File: src/rtl/fifo_burst_reader.sv
// Burst read master: pops burst_len words from a FIFO with a registered read port
// and presents them on a valid/ready stream through a 2-entry skid buffer.
module fifo_burst_reader #(
    parameter int unsigned DW = 32,
    parameter int unsigned LW = 8
) (
    input  logic          clk,
    input  logic          rst_n,
    input  logic          start,
    input  logic [LW-1:0] burst_len,
    output logic          busy,
    output logic          done,
    output logic          fifo_rd_en,
    input  logic [DW-1:0] fifo_rd_data,
    input  logic          fifo_empty,
    output logic          out_valid,
    input  logic          out_ready,
    output logic [DW-1:0] out_data,
    output logic          out_last
);

    typedef enum logic [1:0] {
        S_IDLE = 2'd0,
        S_RUN  = 2'd1,
        S_DONE = 2'd2
    } state_e;

    state_e        state_q, state_d;
    logic [LW-1:0] len_q, len_d;
    logic [LW-1:0] issued_q, issued_d;
    logic [LW-1:0] sent_q, sent_d;
    logic [1:0]    occ_q, occ_d;
    logic          inflight_q, inflight_d;
    logic [DW-1:0] skid0_q, skid0_d;
    logic [DW-1:0] skid1_q, skid1_d;

    logic pop;
    logic rd_ok;
    logic last_word;

    // Read is allowed only if the skid can still absorb it after this cycle's pop.
    always_comb begin
        pop       = (occ_q != 2'd0) & out_ready;
        last_word = (sent_q == (len_q - LW'(1)));
        rd_ok     = (state_q == S_RUN) && !fifo_empty && (issued_q < len_q) &&
                    ((3'(occ_q) + 3'(inflight_q)) < (3'd2 + 3'(pop)));
    end

    assign fifo_rd_en = rd_ok;
    assign out_valid  = (occ_q != 2'd0);
    assign out_data   = skid0_q;
    assign out_last   = out_valid & last_word;
    assign busy       = (state_q != S_IDLE);
    assign done       = (state_q == S_DONE);

    always_comb begin
        state_d    = state_q;
        len_d      = len_q;
        issued_d   = issued_q + LW'(rd_ok);
        sent_d     = sent_q + LW'(pop);
        inflight_d = rd_ok;
        occ_d      = occ_q + 2'(inflight_q) - 2'(pop);
        skid0_d    = skid0_q;
        skid1_d    = skid1_q;

        // skid0 is the head; a capture lands behind whatever survives the pop.
        case ({inflight_q, pop})
            2'b10: begin
                if (occ_q == 2'd0) skid0_d = fifo_rd_data;
                else               skid1_d = fifo_rd_data;
            end
            2'b01: skid0_d = skid1_q;
            2'b11: begin
                if (occ_q == 2'd1) begin
                    skid0_d = fifo_rd_data;
                end else begin
                    skid0_d = skid1_q;
                    skid1_d = fifo_rd_data;
                end
            end
            default: ;
        endcase

        case (state_q)
            S_IDLE: begin
                if (start) begin
                    len_d    = burst_len;
                    issued_d = '0;
                    sent_d   = '0;
                    state_d  = (burst_len != '0) ? S_RUN : S_DONE;
                end
            end
            S_RUN: begin
                if (pop && last_word) state_d = S_DONE;
            end
            S_DONE:  state_d = S_IDLE;
            default: state_d = S_IDLE;
        endcase
    end

    always_ff @(posedge clk or negedge rst_n) begin
        if (!rst_n) begin
            state_q    <= S_IDLE;
            len_q      <= '0;
            issued_q   <= '0;
            sent_q     <= '0;
            occ_q      <= '0;
            inflight_q <= 1'b0;
            skid0_q    <= '0;
            skid1_q    <= '0;
        end else begin
            state_q    <= state_d;
            len_q      <= len_d;
            issued_q   <= issued_d;
            sent_q     <= sent_d;
            occ_q      <= occ_d;
            inflight_q <= inflight_d;
            skid0_q    <= skid0_d;
            skid1_q    <= skid1_d;
        end
    end

endmodule

File: config.mk
export PLATFORM = sky130hd
export DESIGN_NAME = fifo_burst_reader
export DESIGN_NICKNAME = d
export VERILOG_FILES = /design/src/rtl/fifo_burst_reader.sv
export SDC_FILE = /design/constraint.sdc
export NUM_CORES = 1
export LEC_CHECK = 0
export CAP_MARGIN = 25
export CORE_ASPECT_RATIO = 0.8
export CORE_MARGIN = 1.5
export CORE_UTILIZATION = 49
export DETAILED_ROUTE_END_ITERATION = 7
export PLACE_DENSITY_LB_ADDON = 0.08
export SYNTH_ARGS = -nofsm -noshare
export SYNTH_HDL_FRONTEND = slang
export SYNTH_SLANG_ARGS = --single-unit
File: constraint.sdc
create_clock -name clk -period 6.85 [get_ports clk]
set_clock_uncertainty 0.15 [all_clocks]
set_input_delay 0.685 -clock clk [delete_from_list [all_inputs] [get_ports clk]]
set_output_delay 0.685 -clock clk [all_outputs]
set_load 0.01 [all_outputs]
==> impl_metrics.env <==
export IMPL_nNetsFinal=538
export IMPL_crit_arrival_ns=2.73
export IMPL_initial_core_util_pct=50.7
export IMPL_ys_ff_latch=93
export IMPL_root_buffer="clkbuf_8"
export IMPL_grt_pass1_wl_mm=15.3
export IMPL_netlist_top_cell_by_area="dfrtp_1"
export IMPL_rsz0062_at_grt="false"
export IMPL_antenna_cells=0
export IMPL_required_ns=6.01
export IMPL_postSynthCellCount=397
export IMPL_period_needed_ns=3.56
export IMPL_top_usage_layer="met2"
export IMPL_row_count=30
export IMPL_report_final_hold_viol_count=0
export IMPL_crit_fanout=7
export IMPL_power_leakage_uw=0.00234
export IMPL_stdcell_count=592
export IMPL_vias=3127
export IMPL_p_int_uw=1520
export IMPL_place_gp_congestion=0.771
export IMPL_synth_nets=460
export IMPL_place_inst=576
export IMPL_ys_seq_area_share_pct=53.8
export IMPL_finalSetupViolations=0
export IMPL_port_buffers=81
export IMPL_die_h_um=87.0
export IMPL_htreeDepth=3
export IMPL_setup_tns_ns=0
export IMPL_relSlewSlack_pct=35.9
export IMPL_core_um2=8520
export IMPL_fmax_mhz=281
export IMPL_cts_hold_buf=0
export IMPL_overflow=0
export IMPL_use_met3_pct=5.24
export IMPL_worst_pin_slew_ns=0.959
export IMPL_met1_usage_pct=30.9
export IMPL_vdd_drop_max_v=0.000181
export IMPL_seqPwrFrac_pct=41.0
export IMPL_dieWidth_um=108
export IMPL_routedWlPerCell_um=15.6
export IMPL_cts_sinks=93
export IMPL_cts_made_buffers=9
export IMPL_netlist_area_um2=4320
export IMPL_antenna_found_initial=0
export IMPL_timing_max_cap_violations=0
export IMPL_grt_use_met2_pct=31.5
export IMPL_p_sw_share_pct=37.6
export IMPL_antenna_left=0
export IMPL_start_kind="register"
export IMPL_hpwl_mm=6.28
export IMPL_dieArea_um2=9400
export IMPL_grt_usage_pct=21.1
export IMPL_end_kind="output pin"
export IMPL_dr_pass1_iters=4
export IMPL_cts_setup_buffers=0
export IMPL_clockBufferDepth=2
export IMPL_power_share_clock_pct=13.6
export IMPL_combPwrFrac_pct=45.4
export IMPL_yosysWarnings=0
export IMPL_tritoncts="yes"
export IMPL_synth_area_top_cells="dfrtp_1, mux2_2, a22oi_1"
export IMPL_synth_cell_types=32
export IMPL_period_share_pct=52.0
export IMPL_p_sw_uw=917
export IMPL_post_route_drc_count=0
export IMPL_ctsResizeCount=0
export IMPL_fillers=730
export IMPL_utilization_pct=63.9
export IMPL_crit_type="register to output pin"
export IMPL_wirelength_mm=9.23
export IMPL_drtIter0Drc=121
export IMPL_grt_pass1_vias=3127
export IMPL_grt_max_degree=65
export IMPL_synth_top_area_share_pct=53.8
export IMPL_drv_slew=0
export IMPL_drive_gt1_share_pct=12.5
export IMPL_syn2layout_area_growth_pct=26.0
export IMPL_clkTransAtPathRegs_ns=0.09
export IMPL_hold_path_class="input port to async pin"
export IMPL_power_density_nw_per_um2=448
export IMPL_vias_per_cell=5.28
export IMPL_status="completed"
export IMPL_syn_area_per_cell_um2=10.9
export IMPL_boundaryPins=82
export IMPL_clock_latency_ns=0.35
## cell usage after synthesis (all sizes together)
cell     instances
nand3           11
a22oi           32
nor2            23
a22o             2
o21ai           46
nor3             2
and3             5
clkbuf          12
a31oi            1
mux2            32
or2              1
o2111ai          3
nor2b            5
a21oi            5
a32o             1
ha              18
nand2b           2
o22ai            2
nand2           44
xnor2           13
inv             16
dfrtp           93
buf              7
a21boi           1
xor2            12
a21o             2
nor4             5
o41ai            1
## through the flow
| step | setup slack (ns) | hold slack (ns) | area [µm²] | power [µW] |
|---|---|---|---|---|
| after global routing | 3.13 | 0.172 | 5450 | 2640 |
| after floorplan | 4.43 | 0.239 | 4320 | 1680 |
| after global placement | 3.57 | 0.313 | 5240 | 2060 |
| final | 3.29 | 0.157 | 5450 | 2440 |
| after detailed placement | 3.50 | 0.320 | 5270 | 2120 |
| after CTS | 3.25 | 0.156 | 5450 | 2460 |
## cell usage in the layout, fill, tap and decap left out, types with 4 or more instances in the layout
cell / n
inv_1: 16
ha_1: 18
clkinvlp_4: 4
clkbuf_8: 9
buf_4: 5
o21ai_0: 46
mux2_2: 32
a21oi_1: 4
nand2_1: 44
nand3_1: 11
clkdlybuf4s50_1: 80
a22oi_1: 32
dfrtp_1: 93
nor2_1: 22
xnor2_1: 13
xor2_1: 11
and3_1: 5
nor2b_1: 5
nor4_1: 4
## logic make-up after synthesis
| family | count (synthesis) | share of synthesized area (%) |
|---|---|---|
| adder cells (fa/ha/maj) | 18 | 5.21 |
| flip-flops | 93 | 53.8 |
| AO/OA/AOI/OAI | 96 | 14.1 |
| buffers and inverters | 35 | 3.24 |
| AND/OR/NAND/NOR | 98 | 10.1 |
| multiplexers | 32 | 8.33 |
| XOR/XNOR | 25 | 5.24 |
## critical path, cell delays in order (launching register included)
cell             delay, ns
dfrtp_1               0.45
inv_1                 0.12
ha_1                  0.29
nor4_1                0.33
a32o_1                0.18
a22o_1                0.16
o2111ai_2             0.16
nor2_1                0.15
clkdlybuf4s50_1       0.54
## area by class of cell
type	instances	area (µm²)	area share [%]
Timing Repair Buffer	86	866	15.9
Tap cell	112	140	2.57
Inverter	16	60.1	1.10
Clock inverter	6	47.5	0.873
Clock buffer	10	128	2.34
Multi-Input combinational cell	269	1880	34.5
Sequential cell	93	2330	42.7
## registers in the layout, summed over array words and instances (netlist names)
name	count
out_data	32
inflight_q	1
issued_q	8
state_q	2
sent_q	8
skid1_q	32
occ_q	2
len_q	8
## power groups by stage
stage                     Combinational (µW)  Clock [µW]  Sequential [µW]
final                                   1110         331             1000
after detailed placement                1110           0             1010
after floorplan                          684           0              998
after CTS                               1120         343             1000
after global placement                  1060           0             1000
after global routing                    1240         364             1040
## layer usage
layer / up-vias / part of all wire (%)
met2: 71 / 44
met4: 0 / 0.82
li1: 1550 / -
met1: 1499 / 50
met5: - / 0
met3: 7 / 5.3
## final timing paths
kind	from	end	slack, ns	cells past startpoint
max	len_q[0]	out_last	3.29	8
min	rst_n	sent_q[7]	0.16	1
max reg2reg	occ_q[1]	skid1_q[9]	3.60	9
min reg2reg	out_data[28]	out_data[28]	0.33	2
max in group asynchronous	rst_n	len_q[7]	5.31	2
min in group clk	out_data[28]	out_data[28]	0.33	2
Note: power is estimated with default switching activity, not from simulation.
